--- config.mk ---
export PLATFORM = sky130hd
export DESIGN_NAME = instruction_fetch_flat
export DESIGN_NICKNAME = d
export VERILOG_FILES = /design/src/rtl/instruction_fetch_if.sv /design/src/rtl/instruction_fetch.sv /design/src/flat_wrapper.sv
export SDC_FILE = /design/constraint.sdc
export NUM_CORES = 1
export LEC_CHECK = 0
export BUFFER_PORTS_ARGS = -buffer_cell sky130_fd_sc_hd__buf_2
export CAP_MARGIN = 20
export CORE_AREA = 4 4 73 92
export CTS_CLUSTER_DIAMETER = 50
export DETAILED_ROUTE_END_ITERATION = 8
export DIE_AREA = 0 0 77 96
export GPL_TIMING_DRIVEN = 0
export SYNTH_ARGS = -nofsm -noshare
export SYNTH_HDL_FRONTEND = slang
export SYNTH_SLANG_ARGS = --single-unit
--- constraint.sdc ---
create_clock -name Clock -period 3.6 [get_ports Clock]
set_input_delay 0.18 -clock Clock [delete_from_list [all_inputs] [get_ports Clock]]
set_output_delay 0.18 -clock Clock [all_outputs]
set_load 0.1 [all_outputs]
--- src/rtl/instruction_fetch_if.sv ---
// Fetch-side bundle: program ROM port, decoded instruction output and redirect requests.
// The master is the fetch unit. The slave is the ROM/decoder environment.
interface instruction_fetch_if;
    logic [9:0]  romAddr;
    logic        romEn;
    logic [15:0] romData;
    logic [15:0] instr;
    logic        instrValid;
    logic [9:0]  instrPc;
    logic        stall;
    logic        jmpEnable;
    logic        branchEnable;
    logic [9:0]  jmpDir;
    logic [5:0]  branchDir;

    modport master (
        output romAddr, romEn, instr, instrValid, instrPc,
        input  romData, stall, jmpEnable, branchEnable, jmpDir, branchDir
    );

    modport slave (
        input  romAddr, romEn, instr, instrValid, instrPc,
        output romData, stall, jmpEnable, branchEnable, jmpDir, branchDir
    );
endinterface

--- src/rtl/instruction_fetch.sv ---
// Instruction fetch unit for a 1024-word synchronous program ROM. A FILL cycle primes the ROM
// read pipeline after reset or a redirect. RUN then streams one word per cycle.
module instruction_fetch (
    input logic                 Clock,
    input logic                 Reset,
    instruction_fetch_if.master bus
);

    typedef enum logic [0:0] {StFill, StRun} state_e;

    state_e      state_q, state_d;
    logic [9:0]  addr_q, addr_d;
    logic [9:0]  pc_q, pc_d;
    logic [15:0] instr_q, instr_d;
    logic        valid_q, valid_d;
    logic        rom_en;

    logic        redirect;
    logic        advance;
    logic [9:0]  target;

    // Redirects only act on a valid instruction the decoder has actually accepted.
    assign redirect = valid_q & ~bus.stall & (bus.jmpEnable | bus.branchEnable);
    assign advance  = ~redirect & (~valid_q | ~bus.stall);
    assign target   = bus.jmpEnable ? bus.jmpDir
                                    : pc_q + {{4{bus.branchDir[5]}}, bus.branchDir};

    always_comb begin
        state_d = state_q;
        addr_d  = addr_q;
        pc_d    = pc_q;
        instr_d = instr_q;
        valid_d = valid_q;
        rom_en  = 1'b0;

        unique case (state_q)
            StFill: begin
                rom_en  = 1'b1;
                addr_d  = addr_q + 10'd1;
                state_d = StRun;
            end
            StRun: begin
                if (redirect) begin
                    addr_d  = target;
                    instr_d = 16'h0000;
                    valid_d = 1'b0;
                    state_d = StFill;
                end else if (advance) begin
                    // romData holds the word read from addr_q - 1 on the previous edge.
                    rom_en  = 1'b1;
                    instr_d = bus.romData;
                    pc_d    = addr_q - 10'd1;
                    valid_d = 1'b1;
                    addr_d  = addr_q + 10'd1;
                end
            end
        endcase
    end

    always_ff @(posedge Clock or posedge Reset) begin
        if (Reset) begin
            state_q <= StFill;
            addr_q  <= 10'd0;
            pc_q    <= 10'd0;
            instr_q <= 16'h0000;
            valid_q <= 1'b0;
        end else begin
            state_q <= state_d;
            addr_q  <= addr_d;
            pc_q    <= pc_d;
            instr_q <= instr_d;
            valid_q <= valid_d;
        end
    end

    assign bus.romEn      = rom_en & ~Reset;
    assign bus.romAddr    = addr_q;
    assign bus.instr      = instr_q;
    assign bus.instrValid = valid_q;
    assign bus.instrPc    = pc_q;

endmodule

--- src/flat_wrapper.sv ---
// flat-port wrapper written by rule: the top's interface ports become plain ports
module instruction_fetch_flat 
  (Clock, Reset, bus_romAddr, bus_romEn, bus_instr, bus_instrValid, bus_instrPc, bus_romData, bus_stall, bus_jmpEnable, bus_branchEnable, bus_jmpDir, bus_branchDir);
  instruction_fetch_if bus_i ();
  input logic Clock;
  input logic Reset;
  output wire logic [$bits(bus_i.romAddr)-1:0] bus_romAddr;
  output wire logic [$bits(bus_i.romEn)-1:0] bus_romEn;
  output wire logic [$bits(bus_i.instr)-1:0] bus_instr;
  output wire logic [$bits(bus_i.instrValid)-1:0] bus_instrValid;
  output wire logic [$bits(bus_i.instrPc)-1:0] bus_instrPc;
  input wire logic [$bits(bus_i.romData)-1:0] bus_romData;
  input wire logic [$bits(bus_i.stall)-1:0] bus_stall;
  input wire logic [$bits(bus_i.jmpEnable)-1:0] bus_jmpEnable;
  input wire logic [$bits(bus_i.branchEnable)-1:0] bus_branchEnable;
  input wire logic [$bits(bus_i.jmpDir)-1:0] bus_jmpDir;
  input wire logic [$bits(bus_i.branchDir)-1:0] bus_branchDir;
  assign bus_romAddr = bus_i.romAddr;
  assign bus_romEn = bus_i.romEn;
  assign bus_instr = bus_i.instr;
  assign bus_instrValid = bus_i.instrValid;
  assign bus_instrPc = bus_i.instrPc;
  assign bus_i.romData = bus_romData;
  assign bus_i.stall = bus_stall;
  assign bus_i.jmpEnable = bus_jmpEnable;
  assign bus_i.branchEnable = bus_branchEnable;
  assign bus_i.jmpDir = bus_jmpDir;
  assign bus_i.branchDir = bus_branchDir;
  instruction_fetch u_core (.Clock(Clock), .Reset(Reset), .bus(bus_i));
endmodule
==> run_results.csv <==
group,metric,value,unit
setup_path,cp_data_arrival_time,2.10,ns
clock_tree,h-tree-depth,2,
route,wl_per_cell,16.41,um
place,port_buffers,73,
place,place_ws,1.421,ns
place,place.gp.congestion,0.8977,
sta,skew,0.002395,ns
clock_tree,insertion_delay,0.29,ns
cells_and_area,n_antenna_cell,0,
setup_path,crit_family,"simple AND/OR/NAND/NOR gates",
synthesis,ys_warn_count,0,
sta,setup_viol,0,
setup_path,startpoint_type,"flop",
die,die_x,77,um
setup_path,crit_top_cell,"nand2_1",
setup_path,criticalPathCategory,"flop to output pin",
setup_path,path_max_fanout,10,
grt,grt_pass1_wl,10.06,mm
route,drc,0,
synthesis,synthCells,230,
synthesis,netlist-cell-type-count,50,
die,die_h,96,um
die,num_rows,31,
sta,rsz0062_at_grt,"no",
place,hpwl,4.612,mm
sta,period_needed,2.281,ns
cells_and_area,fin_cells,377,
synthesis,syn_area,2266,um^2
setup_path,rr_endpoint,"u_core.bus.romAddr[6]$_DFFE_PP0P_",
job,maxCapViolCount,0,
synthesis,syn_area_per_cell,9.852,um^2
cells_and_area,nNetsFinal,359,
cells_and_area,final_cell_mix,"75 x buf_2, 38 x dfrtp_1, 26 x nor2_1",
clock_tree,cts_setup_buffers,0,
synthesis,async_reset_ff_share,100.0,%
setup_path,slowest_stage,"dfrtp_1",
sta,maxSlewHeadroom,44.93,%
die,die_area,7392,um^2
route,drt_iter0_markers,93,
sta,slew_violations,0,
sta,hold_violations,0,
grt,gr-usage-all-layers,17.23,%
synthesis,synth_ff_type,"dfrtp_1",
clock_tree,tritoncts,"built",
grt,grt_pass1_vias,2061,
setup_path,r2r-start,"u_core.bus.instrPc[0]$_DFFE_PP0P_",
clock_tree,clockBufferDepth,2,
setup_path,end_kind,"output pin",
route,vias_per_cell,5.509,
route,vias,2077,
outcome,status,"finished, final reports clean",
cells_and_area,areaGrowthSynthToFinish,26.06,%
cells_and_area,fin_area,2856,um^2
cells_and_area,drive_gt1_share,30.23,%
worst_hold_path,hold_path.class,"primary input to async pin",
synthesis,synth_edf_count,0,
setup_path,rr_worst_depth,7,
synthesis,syn_nets,279,
die,core,5779,um^2
place,place_area,2714,um^2
route,drt-pass1-iter-count,4,
sta,finalWorstSetupSlack,1.319,ns
die,start_util,39.21,%
grt,grt_max_degree,39,
place,place_inst,369,
clock_tree,cts-buffers-inserted,5,
clock_tree,cts_resized,0,
route,ant_nets,0,
clock_tree,root_buffer,"clkbuf_8",
grt,overflow,0,
synthesis,ys_seq_area_share,41.97,%
clock_tree,hold_buffers,0,
setup_path,cp_num_buf_inv,2,
sta,max_freq,438.3,MHz
sta,worstMarginPinSlew,0.8248,ns
grt,antenna_found_initial,0,
setup_path,worstPathCellList,"nand2_1 -> nor3_4 -> inv_2 -> nand2_1 -> nor2_1 -> buf_2",
synthesis,ys_seq_elements,38,
clock_tree,clk_pin_slew,0.07,ns
setup_path,r2r_setup_slack,1.44,ns
die,io_pins,75,
setup_path,crit_required,3.42,ns
cells_and_area,final_common_cell,"buf_2",
route,wl,6.185,mm
clock_tree,cts.sinks,38,
setup_path,slowest_delay,0.47,ns
sta,setup_tns,0,ns
sta,period_share,63.37,%
worst max path at each step:
| stage | start | to | cells past startpoint |
|---|---|---|---|
| after floorplan | u_core.bus.instrValid$_DFFE_PP0P_ | bus_romEn | 5 |
| after global placement | u_core.bus.instrPc[0]$_DFFE_PP0P_ | u_core.bus.romAddr[6]$_DFFE_PP0P_ | 7 |
| after detailed placement | u_core.bus.instrPc[0]$_DFFE_PP0P_ | u_core.bus.romAddr[6]$_DFFE_PP0P_ | 7 |
| after CTS | u_core.bus.instrValid$_DFFE_PP0P_ | bus_romEn | 6 |
| after global routing | u_core.bus.instrValid$_DFFE_PP0P_ | bus_romEn | 6 |
| final | u_core.bus.instrValid$_DFFE_PP0P_ | bus_romEn | 6 |
Yosys cell counts (all sizes together) (6+ instances only):
cell	n	area [um^2]
a211oi	6	45.04
xor2	7	61.31
dfrtp	38	950.9
o21ai	8	40.04
inv	7	26.27
xnor2	9	78.83
buf	8	47.54
ha	11	137.6
nand3	7	40.04
nand2	8	30.03
a22o	16	140.1
nor2	26	97.59
a21oi	22	113.9
state kept, by name, indices dropped and copies added, names as in the netlist:
register               flops
u_core.bus.instrValid      1
u_core.state_q             1
u_core.bus.instrPc        10
u_core.bus.instr          16
u_core.bus.romAddr        10
cell type report:
cell class | count | area [um^2]
well taps | 66 | 82.58
clock inverters | 2 | 60.06
repair buffers | 73 | 365.4
fillers | 572 | 2923
inverters | 7 | 26.28
flip-flops and latches | 38 | 950.9
clock buffers | 6 | 82.58
multi-input cells | 173 | 1226
plain buffers | 12 | 62.56
metal layers:
metal  GRT usage (%)  vias to the layer above  part of all wire, %
li1                -                     1013                    -
met1           21.90                      992                   46
met2           29.80                       67                   48
met3           3.464                        5                  5.4
met4           5.193                        0                  1.1
met5               0                        -                    0
stage by stage:
| stage | util, % | hold slack [ns] |
|---|---|---|
| 5_1_grt | 49.43 | 0.09882 |
| 6_report | 49.43 | 0.06116 |
| 3_5_place_dp | 46.96 | 0.4070 |
| 2_1_floorplan | - | 0.3127 |
| 4_1_cts | 49.43 | 0.09404 |
| 3_3_place_gp | 46.96 | 0.4036 |
worst reg2reg max path, cell delays in order (launching register included):
cell,delay [ns]
dfrtp_1,0.40
ha_1,0.23
fa_1,0.42
a21o_1,0.21
nand3_1,0.10
a21oi_1,0.09
xnor2_1,0.16
a2111oi_0,0.41
kinds of logic (layout without fill, tap and decap cells):
group	after synthesis	after routing	share of synthesized area, %
compound gates	79	79	24.52
xor+xnor	16	16	6.185
fa+ha+maj	12	12	6.957
buf+inv	19	100	3.920
flops	38	38	41.97
mux	2	2	0.8835
simple gates	64	64	15.57
Power is not shown: default switching activity piles up to over one toggle a cycle in this logic, so the estimate is an artifact.
